[src/rtl/fft_result_streamer.sv]
// Captures one 8-point complex FFT frame and replays it one sample per beat (first beat valid 1 cycle after capture).
// Beats hold under out_ready_i low; frames strobed mid-drain are dropped and counted, last-beat strobes chain without a bubble.
module fft_result_streamer #(
  parameter int DATA_W = 32,
  parameter int BITREV = 0,
  parameter int CNT_W  = 8
) (
  input  logic                     clk,
  input  logic                     rst,
  input  logic                     frame_ready_i,
  input  logic signed [DATA_W-1:0] fft_d1_real_i,
  input  logic signed [DATA_W-1:0] fft_d1_imag_i,
  input  logic signed [DATA_W-1:0] fft_d2_real_i,
  input  logic signed [DATA_W-1:0] fft_d2_imag_i,
  input  logic signed [DATA_W-1:0] fft_d3_real_i,
  input  logic signed [DATA_W-1:0] fft_d3_imag_i,
  input  logic signed [DATA_W-1:0] fft_d4_real_i,
  input  logic signed [DATA_W-1:0] fft_d4_imag_i,
  input  logic signed [DATA_W-1:0] fft_d5_real_i,
  input  logic signed [DATA_W-1:0] fft_d5_imag_i,
  input  logic signed [DATA_W-1:0] fft_d6_real_i,
  input  logic signed [DATA_W-1:0] fft_d6_imag_i,
  input  logic signed [DATA_W-1:0] fft_d7_real_i,
  input  logic signed [DATA_W-1:0] fft_d7_imag_i,
  input  logic signed [DATA_W-1:0] fft_d8_real_i,
  input  logic signed [DATA_W-1:0] fft_d8_imag_i,
  output logic                     out_valid_o,
  input  logic                     out_ready_i,
  output logic signed [DATA_W-1:0] out_real_o,
  output logic signed [DATA_W-1:0] out_imag_o,
  output logic [2:0]               out_index_o,
  output logic                     out_last_o,
  output logic                     busy_o,
  output logic                     ovf_o,
  output logic [CNT_W-1:0]         drop_cnt_o,
  input  logic                     ovf_clr_i
);

  typedef struct packed {
    logic signed [DATA_W-1:0] re;
    logic signed [DATA_W-1:0] im;
  } cplx_t;

  typedef enum logic {IDLE, DRAIN} state_t;

  localparam logic [CNT_W-1:0] CNT_MAX = '1;

  state_t     state;
  cplx_t      in_slot   [8];
  cplx_t      frame_buf [8];
  logic       xfer;
  logic       last_xfer;
  logic       capture;
  logic       drop;
  logic [2:0] nxt_idx;

  assign in_slot[0] = cplx_t'{re: fft_d1_real_i, im: fft_d1_imag_i};
  assign in_slot[1] = cplx_t'{re: fft_d2_real_i, im: fft_d2_imag_i};
  assign in_slot[2] = cplx_t'{re: fft_d3_real_i, im: fft_d3_imag_i};
  assign in_slot[3] = cplx_t'{re: fft_d4_real_i, im: fft_d4_imag_i};
  assign in_slot[4] = cplx_t'{re: fft_d5_real_i, im: fft_d5_imag_i};
  assign in_slot[5] = cplx_t'{re: fft_d6_real_i, im: fft_d6_imag_i};
  assign in_slot[6] = cplx_t'{re: fft_d7_real_i, im: fft_d7_imag_i};
  assign in_slot[7] = cplx_t'{re: fft_d8_real_i, im: fft_d8_imag_i};

  function automatic logic [2:0] slot_of(input logic [2:0] beat);
    return (BITREV != 0) ? {beat[0], beat[1], beat[2]} : beat;
  endfunction

  assign xfer      = out_valid_o & out_ready_i;
  assign last_xfer = xfer & out_last_o;
  assign capture   = frame_ready_i & ((state == IDLE) | last_xfer);
  assign drop      = frame_ready_i & (state == DRAIN) & ~last_xfer;
  assign nxt_idx   = out_index_o + 3'd1;

  // Outputs are registered: each branch loads the beat that will be presented next cycle.
  always_ff @(posedge clk) begin
    if (rst) begin
      state       <= IDLE;
      out_valid_o <= 1'b0;
      out_real_o  <= '0;
      out_imag_o  <= '0;
      out_index_o <= 3'd0;
      out_last_o  <= 1'b0;
      busy_o      <= 1'b0;
      ovf_o       <= 1'b0;
      drop_cnt_o  <= '0;
    end else begin
      if (capture) begin
        frame_buf   <= in_slot;
        out_real_o  <= in_slot[slot_of(3'd0)].re;
        out_imag_o  <= in_slot[slot_of(3'd0)].im;
        out_index_o <= 3'd0;
        out_last_o  <= 1'b0;
        out_valid_o <= 1'b1;
        busy_o      <= 1'b1;
        state       <= DRAIN;
      end else if (last_xfer) begin
        out_real_o  <= '0;
        out_imag_o  <= '0;
        out_index_o <= 3'd0;
        out_last_o  <= 1'b0;
        out_valid_o <= 1'b0;
        busy_o      <= 1'b0;
        state       <= IDLE;
      end else if (xfer) begin
        out_real_o  <= frame_buf[slot_of(nxt_idx)].re;
        out_imag_o  <= frame_buf[slot_of(nxt_idx)].im;
        out_index_o <= nxt_idx;
        out_last_o  <= (nxt_idx == 3'd7);
      end

      // A clear in the same cycle as a drop discards that drop.
      if (ovf_clr_i) begin
        ovf_o      <= 1'b0;
        drop_cnt_o <= '0;
      end else if (drop) begin
        ovf_o <= 1'b1;
        if (drop_cnt_o != CNT_MAX) drop_cnt_o <= drop_cnt_o + 1'b1;
      end
    end
  end

endmodule

[config.mk]
export PLATFORM = sky130hd
export DESIGN_NAME = fft_result_streamer
export DESIGN_NICKNAME = d
export VERILOG_FILES = /design/src/rtl/fft_result_streamer.sv
export SDC_FILE = /design/constraint.sdc
export NUM_CORES = 1
export LEC_CHECK = 0
export CAP_MARGIN = 20
export CORE_AREA = 2 2 234 236
export CTS_BUF_LIST = sky130_fd_sc_hd__clkbuf_16
export DETAILED_ROUTE_END_ITERATION = 10
export DIE_AREA = 0 0 236 238
export PLACE_DENSITY = 0.74
export SETUP_SLACK_MARGIN = 0.1
export SLEW_MARGIN = 20
export SYNTH_ARGS = -nofsm -noshare
export SYNTH_HDL_FRONTEND = slang
export SYNTH_SLANG_ARGS = --single-unit
[constraint.sdc]
create_clock -name clk -period 31.3 [get_ports clk]
set_clock_uncertainty 0.1 [all_clocks]
set_input_delay 4.695 -clock clk [delete_from_list [all_inputs] [get_ports clk]]
set_output_delay 4.695 -clock clk [all_outputs]
set_load 0.05 [all_outputs]
==> results of run 1 <==
critical path: cells and delay by family:
family	cells	cell delay (ns)
buf+inv	6	4.11
simple gates	2	0.38
compound gates	1	0.20
registers in the layout, summed over array words and instances (netlist names):
name / flops
frame_buf: 512
drop_cnt_o: 8
out_index_o: 3
out_real_o: 32
out_imag_o: 32
state: 1
ovf_o: 1
out_last_o: 1
power by group:
part           switching (mW)  internal [mW]  leakage, nW
clock network           0.297          0.428         1.04
logic                  0.0896         0.0996         4.46
registers              0.0127          0.893         5.38
total                   0.399           1.42         10.9
cells by family after synthesis:
family	Yosys count
and+or+nand+nor	141
DFF	590
xor gates and xnor gates	1
buffers and inverters	86
muxes	177
adders and majority gates	3
AOI/OAI and AO/OA	217
layer usage:
| metal | part of all wire (%) | wire length, microns | vias up | GRT usage [%] |
|---|---|---|---|---|
| li1 | - | - | 6241 | - |
| met1 | 37 | 23900 | 7188 | 27.3 |
| met2 | 52 | 33200 | 598 | 39.1 |
| met3 | 7.9 | 5060 | 98 | 5.11 |
| met4 | 2.6 | 1630 | 6 | 6.91 |
| met5 | 0.061 | 39 | - | 0 |
layout make-up:
cell class / count / area (sq um) / share of cell area (%)
repair buffers: 615 / 6100 / 19.3
clock inverters: 53 / 485 / 1.53
flip-flops and latches: 590 / 16900 / 53.4
well taps: 696 / 871 / 2.75
inverters: 2 / 7.51 / 0.0237
clock buffers: 61 / 1530 / 4.81
diodes: 8 / 20.0 / 0.0631
multi-input cells: 539 / 5750 / 18.1
through the flow:
stage | std cells | setup WS, ns
global route | 2564 | 21.53
detailed placement | 2442 | 21.23
CTS | 2556 | 21.89
global placement | 2442 | 21.40
floorplan | 1215 | 2.06
finish | 2564 | 21.78
cell usage in the layout (no fill, tap or decap), types with 2 or more instances in the layout:
cell type and instances:
sky130_fd_sc_hd__nand3_1 5, sky130_fd_sc_hd__clkinv_2 14, sky130_fd_sc_hd__diode_2 8, sky130_fd_sc_hd__o21ai_1 11
sky130_fd_sc_hd__and2_1 2, sky130_fd_sc_hd__o31ai_1 3, sky130_fd_sc_hd__a32o_1 49, sky130_fd_sc_hd__nor2b_4 2
sky130_fd_sc_hd__clkinvlp_4 2, sky130_fd_sc_hd__nand2_1 54, sky130_fd_sc_hd__edfxtp_1 512, sky130_fd_sc_hd__a21oi_1 13
sky130_fd_sc_hd__nor2_1 54, sky130_fd_sc_hd__nor3_1 7, sky130_fd_sc_hd__or4_1 2, sky130_fd_sc_hd__clkinv_1 10
sky130_fd_sc_hd__and3_1 2, sky130_fd_sc_hd__buf_4 21, sky130_fd_sc_hd__ha_1 2, sky130_fd_sc_hd__or3_1 3
sky130_fd_sc_hd__mux2i_1 49, sky130_fd_sc_hd__bufinv_16 9, sky130_fd_sc_hd__a22oi_1 79, sky130_fd_sc_hd__o21ai_0 7
sky130_fd_sc_hd__o21bai_1 49, sky130_fd_sc_hd__dfxtp_1 76, sky130_fd_sc_hd__mux4_2 128, sky130_fd_sc_hd__clkdlybuf4s50_1 593
sky130_fd_sc_hd__clkinv_4 2, sky130_fd_sc_hd__inv_6 3, sky130_fd_sc_hd__clkbuf_16 61, sky130_fd_sc_hd__inv_1 15
how the worst min path moves through the flow:
stage	slack (ns)	depth (start not counted)	endpoint
floorplan	0.54	3	out_imag_o[11]$_SDFFE_PP0P_
global route	0.42	2	ovf_o$_SDFFE_PP0P_
CTS	0.40	2	ovf_o$_SDFFE_PP0P_
finish	0.38	2	ovf_o$_SDFFE_PP0P_
detailed placement	0.37	2	ovf_o$_SDFFE_PP0P_
global placement	0.36	2	ovf_o$_SDFFE_PP0P_
==> impl_summary.txt, run 1 <==
----------------------------------------------------
[Layout]
  Utilization after layout ... just under 60%
  P&R area growth vs syn ... 37.2%
  Layout cell share with drive strength beyond 1 ... 13.4%
  Net count of the finished layout ... 2,328
  Final std cell area, no fill ... 31,700 sq um
  Filler cell count ... 3,910

[Timing]
  Number of pins with negative max-slew slack in the final report ... 0
  Unrepaired setup endpoints after global routing ... false
  Setup TNS Final ... 0 ns
  Endpoints failing hold ... 0
  Worst slew margin relative to its limit ... 28.0%
  Hold Slack ... 0.384 ns
  Setup-violating endpoint count in the final report ... 0
  Fin crit share ... between 30% and 40%
  Actual slew at the worst max-slew pin ... 1.08 ns
  Final critical-path required period ... 9.52 ns
  Max Clk Rate ... 0.105 GHz

[Setup path]
  Critical path, cell by cell ... clkdlybuf4s50_1 -> nand2_1 -> a21oi_1 -> buf_4 -> nor2b_4 -> buf_4 -> buf_4 -> buf_4 -> buf_4
  Critical path endpoint ... frame_buf[2]$_DFFE_PP_
  Crit Path Max Fanout ... 85
  Arrival time reported for the critical path endpoint ... 9.65 ns
  Endpoint type of the worst setup path ... flop
  Most common cell on crit path ... sky130_fd_sc_hd__buf_4
  CP max-delay cell ... sky130_fd_sc_hd__buf_4
  Largest stage delay on the critical path ... 0.93 ns
  FF-to-FF End ... frame_buf[2]$_DFFE_PP_
  CP Data Required Time ... 31.43 ns
  Worst setup path class ... in2reg
  Reg-to-reg slack, setup ... approximately 26 ns
  Critical path startpoint ... out_ready_i
  Path depth of the worst reg2reg path ... 8
  RR Startpoint ... out_last_o$_SDFFE_PP0P_
  Sort of element at the start of the critical path ... primary input

[Logic synthesis]
  Post-synthesis net count ... ~1,700
  Post-synthesis cell area ... between 20,000 and 25,000 sq um
  Complex-gate fraction of the synthesized area ... 7.26%
  Synthesized-area fraction occupied by and/or/nand/nor cells ... 2.69%
  Biggest area contributors in the synthesized netlist ... sky130_fd_sc_hd__edfxtp_1 (67%), sky130_fd_sc_hd__mux4_2 (12%), sky130_fd_sc_hd__dfxtp_1 (6.8%)
  Xor/xnor cell area share of the yosys netlist ... 0.0379%
  Sequential cell area fraction in the yosys report ... between 70 and 80%
  Yosys reg bits ... 590
  Ranking of synthesized cells by instance count ... sky130_fd_sc_hd__edfxtp_1 (512), sky130_fd_sc_hd__mux4_2 (128), sky130_fd_sc_hd__a22oi_1 (79)
  Multiplexer area fraction after synthesis ... 14.6%
  Main combinational cell family by area after synthesis ... multiplexers
  Share of async-settable or async-resettable flops after synthesis ... 0%
  Most frequent cell after synthesis ... sky130_fd_sc_hd__edfxtp_1
  Top cell type by total area after synthesis ... sky130_fd_sc_hd__edfxtp_1
  Yosys Warn Count ... 0
  Share of the synthesized area in the top cell type ... between 60% and 70%
  Number of standard cells after synthesis ... about 1,200
  Post-synth top flop ... sky130_fd_sc_hd__edfxtp_1
  Synthesized-area fraction occupied by adder cells ... 0.162%
  Number of different library cells in the post-synthesis netlist ... 40
  Number of synthesized flops with an enable pin ... 512
  Synthesized area divided by synthesized cell count ... ~19 sq um

[Clocking]
  CTS Sinks ... between 500 and 600
  TritonCTS clock tree ... built
  Master cell of the clock root buffer ... sky130_fd_sc_hd__clkbuf_16
  Number of buffers inserted by hold repair at cts ... 0
  Clock-pin transition on the worst setup and hold timing paths ... 0.06 ns
  H-tree depth ... 2
  Post-CTS setup buffer count ... 0
  Largest buffer count on any clock path ... 3
  Total clock buffers created by CTS ... 60
  Clk_lat worst skew ... 0.60 ns
  # resized after CTS ... 0

[Drt]
  Number of iterations in the first detailed-routing pass ... 5
  Final ANT Viol Nets ... 0
  Total number of vias ... 14,100
  Wire per inst ... about 25 microns
  Total length of routed wires ... 63,900 microns
  Post-detailed-route via-to-cell ratio ... 5.51
  Residual DRC count ... 0
  Initial detailed-routing violation count ... ~1,300

[Floorplan]
  Overall die width ... 236 microns
  DIE AREA ... around 56,000 sq um
  Initial standard-cell utilization of the core ... a little over two fifths
  Y dimension of the die ... 238 microns
  Number of top-level pins ... 596
  Std cell rows ... 85
  Core Area ... 53,500 sq um

[Pwr]
  Leakage power ... approximately 11 nW
  Overall power ... 1.82 mW
  Peak supply drop ... 0.0451 mV
  Power per unit of standard cell area ... 57.4 nW/um^2

[Place]
  Weighted congestion at the end of routability-driven global placement ... 0.830
  Area after detailed placement ... 29,700 sq um
  Final HPWL from detailed placement ... 43,800 microns
  Count of port buffers added during placement ... around 600

[Global routing]
  Largest net degree at the start of global routing ... 90
  Total congestion overflow ... 0
  Number of global-route vias before repair ... 14,600
  First-pass GRT wire length ... between 90,000 and 100,000 microns
  GRT Overall Usage ... 22.2%
  Number of antenna violations at the first check in global routing ... 12

[Outcome]
  Outcome ... finished, final reports clean

[Hold path]
  Worst hold path startpoint ... ovf_o$_SDFFE_PP0P_
  Worst min path class ... reg2reg

[Run]
  Maxcap violations ... 0

----------------------------------------------------
(Power assumes the default switching activity.)
==> run 2: changes to the inputs <==
- CORE_AREA: 2 2 234 236 -> default
- CORE_MARGIN: default -> 1.5
- CORE_UTILIZATION: default -> 44
- DIE_AREA: 0 0 236 238 -> default
- PLACE_DENSITY: 0.74 -> 0.78
- clock period: 31.3 -> 7.6 ns (I/O delays scaled with it)
==> run 2 against run 1 <==
Clock-buffer cell count shrank 1. Combinational power grew to 4.2 times the previous value. Sequential cell count is the same. Critical path type unchanged. Largest cell class unchanged. Highest routed layer unchanged.
==> impl_summary.txt, run 2 (synthesis results as in run 1) <==
----------------------------------------------------
[Timing]
  Final critical-path required period ... between 4 and 5 ns
  Endpoints failing hold ... 0 (unchanged)
  Hold Slack ... 0.403 ns (+0.0186 ns)
  Unrepaired setup endpoints after global routing ... false
  Fin crit share ... between 50% and 60%
  Worst path setup slack after routing ... 3.48 ns (-18.30 ns)
  Actual slew at the worst max-slew pin ... 1.03 ns (-0.0471 ns)
  Number of pins with negative max-slew slack in the final report ... 0 (unchanged)
  Setup-violating endpoint count in the final report ... 0 (unchanged)
  Max Clk Rate ... between 0.2 and 0.25 GHz
  Worst slew margin relative to its limit ... 31.1% (+3.1 points)

[Pwr]
  Leakage power ... 10.9 nW (-0.22%)
  Clock share of power ... 38.6% (-1.2 points)
  Proportion of power drawn by combinational gates ... 10.7% (+0.3 points)
  Power per unit of standard cell area ... 232 nW/um^2 (+310%)
  Share of total power consumed by net switching ... 22.3% (+0.42 points)
  Cell-internal power ... 5.72 mW (+300%)
  Sequential group share of total power ... 50.6% (+0.8 points)
  Switching component of the power ... 1.65 mW (+310%)
  Peak supply drop ... 0.201 mV (+350%)

[Clocking]
  Post-CTS setup buffer count ... 0 (unchanged)
  Largest buffer count on any clock path ... 3 (unchanged)
  H-tree depth ... 2 (unchanged)
  # resized after CTS ... 0 (unchanged)
  CTS Sinks ... 590 (unchanged)
  Clock-pin transition on the worst setup and hold timing paths ... 0.06 ns (about the same)
  TritonCTS clock tree ... built
  Clk_lat worst skew ... 0.60 ns (about the same)
  Master cell of the clock root buffer ... sky130_fd_sc_hd__clkbuf_16
  Total clock buffers created by CTS ... 59 (-1.7%)
  Number of buffers inserted by hold repair at cts ... 0 (unchanged)

[Place]
  Area after detailed placement ... 29,800 sq um (+0.28%)
  Weighted congestion at the end of routability-driven global placement ... 0.836 (+0.75%)
  Count of port buffers added during placement ... 595 (unchanged)
  Worst setup timing slack at the placement stage ... 2.86 ns (-18.36 ns)
  Final HPWL from detailed placement ... 44,800 microns (+2.3%)

[Layout]
  Utilization after layout ... 61.4% (+2.1 points)
  Layout cell share with drive strength beyond 1 ... 13.1% (-0.37 points)
  Most used cells in the layout excluding fill and tap cells ... sky130_fd_sc_hd__clkdlybuf4s50_1 (593), sky130_fd_sc_hd__edfxtp_1 (512), sky130_fd_sc_hd__mux4_2 (128)
  P&R area growth vs syn ... 37.1% (about the same)
  Registers with the highest flip-flop counts ... frame_buf x512, out_imag_o x32, out_real_o x32
  Net count of the finished layout ... 2,329 (+0.043%)
  Most common library cell in the layout ignoring fill and taps ... sky130_fd_sc_hd__clkdlybuf4s50_1
  Final std cell area, no fill ... 31,700 sq um (about the same)
  Number of flip-flops in the largest register ... 512 (unchanged)
  Register bank with the most flops ... frame_buf

[Drt]
  Residual DRC count ... 0 (unchanged)
  Total length of routed wires ... 64,800 microns (+1.5%)
  Number of iterations in the first detailed-routing pass ... 5 (unchanged)
  Total number of vias ... 14,200 (+0.47%)
  Wire per inst ... 25.4 microns (+2.0%)
  Post-detailed-route via-to-cell ratio ... 5.56 (+0.94%)
  Initial detailed-routing violation count ... 1,204 (-5.4%)
  Wire length on met3 ... 5640 microns (+11%)
  Met2 wire length ... 33,500 microns (+0.81%)
  Wl on met1 ... 23,700 microns (-1.1%)
  DR top layer ... met5
  Final ANT Viol Nets ... 0 (unchanged)

[Setup path]
  Worst setup path class ... in2reg
  Reg-to-reg slack, setup ... 4.07 ns (-21.87 ns)
  Cell type group with the largest total delay on the critical path ... buffers and inverters
  Sort of element at the start of the critical path ... primary input
  Crit path buffers/inverters ... 3 (-3)
  Endpoint type of the worst setup path ... flop
  Critical path, cell by cell ... clkdlybuf4s50_1 -> nand2_8 -> a21oi_4 -> nor2b_4 -> buf_12 -> buf_4
  Crit Path Max Fanout ... 65 (-24%)
  CP max-delay cell ... sky130_fd_sc_hd__nor2b_4
  CP Data Required Time ... 7.73 ns (-23.70 ns)
  Largest stage delay on the critical path ... 0.76 ns (-0.17 ns)
  Arrival time reported for the critical path endpoint ... 4.26 ns (-5.39 ns)

[Outcome]
  Outcome ... finished, final reports clean

[Floorplan]
  DIE AREA ... 53,900 sq um (-4.0%)
  Std cell rows ... 83 (-2.4%)
  Number of top-level pins ... 596 (unchanged)
  Overall die width ... 232 microns (-1.6%)
  Y dimension of the die ... 232 microns (-2.4%)
  Initial standard-cell utilization of the core ... 44.8% (+1.6 points)
  Core Area ... 51,600 sq um (-3.5%)

[Global routing]
  Largest net degree at the start of global routing ... 167 (+86%)
  First-pass GRT wire length ... 92,800 microns (about the same)
  GRT Overall Usage ... 23.6% (+1.3 points)
  Number of antenna violations at the first check in global routing ... 13 (+1)
  Total congestion overflow ... 0 (unchanged)
  Number of global-route vias before repair ... 14,900 (+1.6%)

[Run]
  Maxcap violations ... 0 (unchanged)

[Hold path]
  Worst min path class ... reg2reg

----------------------------------------------------
-- run 2: cell count changes in the layout (fill, tap and decap cells not counted), moves of 2 or more --
| cell | previous run | this run |
|---|---|---|
| sky130_fd_sc_hd__clkinv_2 | 14 | 8 |
| sky130_fd_sc_hd__buf_12 | 0 | 5 |
| sky130_fd_sc_hd__diode_2 | 8 | 13 |
| sky130_fd_sc_hd__inv_1 | 15 | 20 |
| sky130_fd_sc_hd__buf_4 | 21 | 18 |
| sky130_fd_sc_hd__bufinv_16 | 9 | 6 |
| sky130_fd_sc_hd__clkinv_1 | 10 | 13 |
| sky130_fd_sc_hd__inv_6 | 3 | 1 |
-- run 2: stage by stage --
stage / setup TNS, ns / instances / power [mW]
2_1_floorplan: -1052.44 / 1215 / 4.17
3_3_place_gp: 0 / 2428 / 4.56
3_5_place_dp: 0 / 2428 / 4.59
4_1_cts: 0 / 2539 / 7.42
5_1_grt: 0 / 2551 / 7.59
6_report: 0 / 2552 / 7.37
-- run 2: layout make-up --
type                    instances  area, sq um
repair buffers                617         6180
fillers                      3642        19900
inverters                       2         7.51
clock buffers                  60         1500
well taps                     680          851
clock inverters                51          393
multi-input cells             539         5780
flip-flops and latches        590        16900
diodes                         13         32.5
-- run 2: final timing paths --
check	startpoint	endpoint	depth (start not counted)
worst max-delay path	out_ready_i	frame_buf[99]$_DFFE_PP_	6
worst max register to register	out_last_o$_SDFFE_PP0P_	frame_buf[99]$_DFFE_PP_	5
worst min register to register	ovf_o$_SDFFE_PP0P_	ovf_o$_SDFFE_PP0P_	2
worst min-delay path	ovf_o$_SDFFE_PP0P_	ovf_o$_SDFFE_PP0P_	2
-- run 2: power by group through the flow --
stage / combinational, mW / sequential, mW / clock [mW]
after floorplan: 0.255 / 3.91 / 0
after global placement: 0.777 / 3.79 / 0
after detailed placement: 0.792 / 3.80 / 0
after CTS: 0.797 / 3.73 / 2.90
after global routing: 0.833 / 3.74 / 3.02
final: 0.791 / 3.73 / 2.85
-- run 2: worst min-delay path: stages, from the launching register on --
cell and delay [ns]:
sky130_fd_sc_hd__dfxtp_1 0.34, sky130_fd_sc_hd__nor2_1 0.05, sky130_fd_sc_hd__nor2_1 0.07
-- run 2: metal layers --
layer | up-vias | global-route usage [%]
li1 | 6240 | -
met1 | 7145 | 28.6
met2 | 692 | 40.1
met3 | 116 | 5.84
met4 | 4 | 10.0
met5 | - | 0
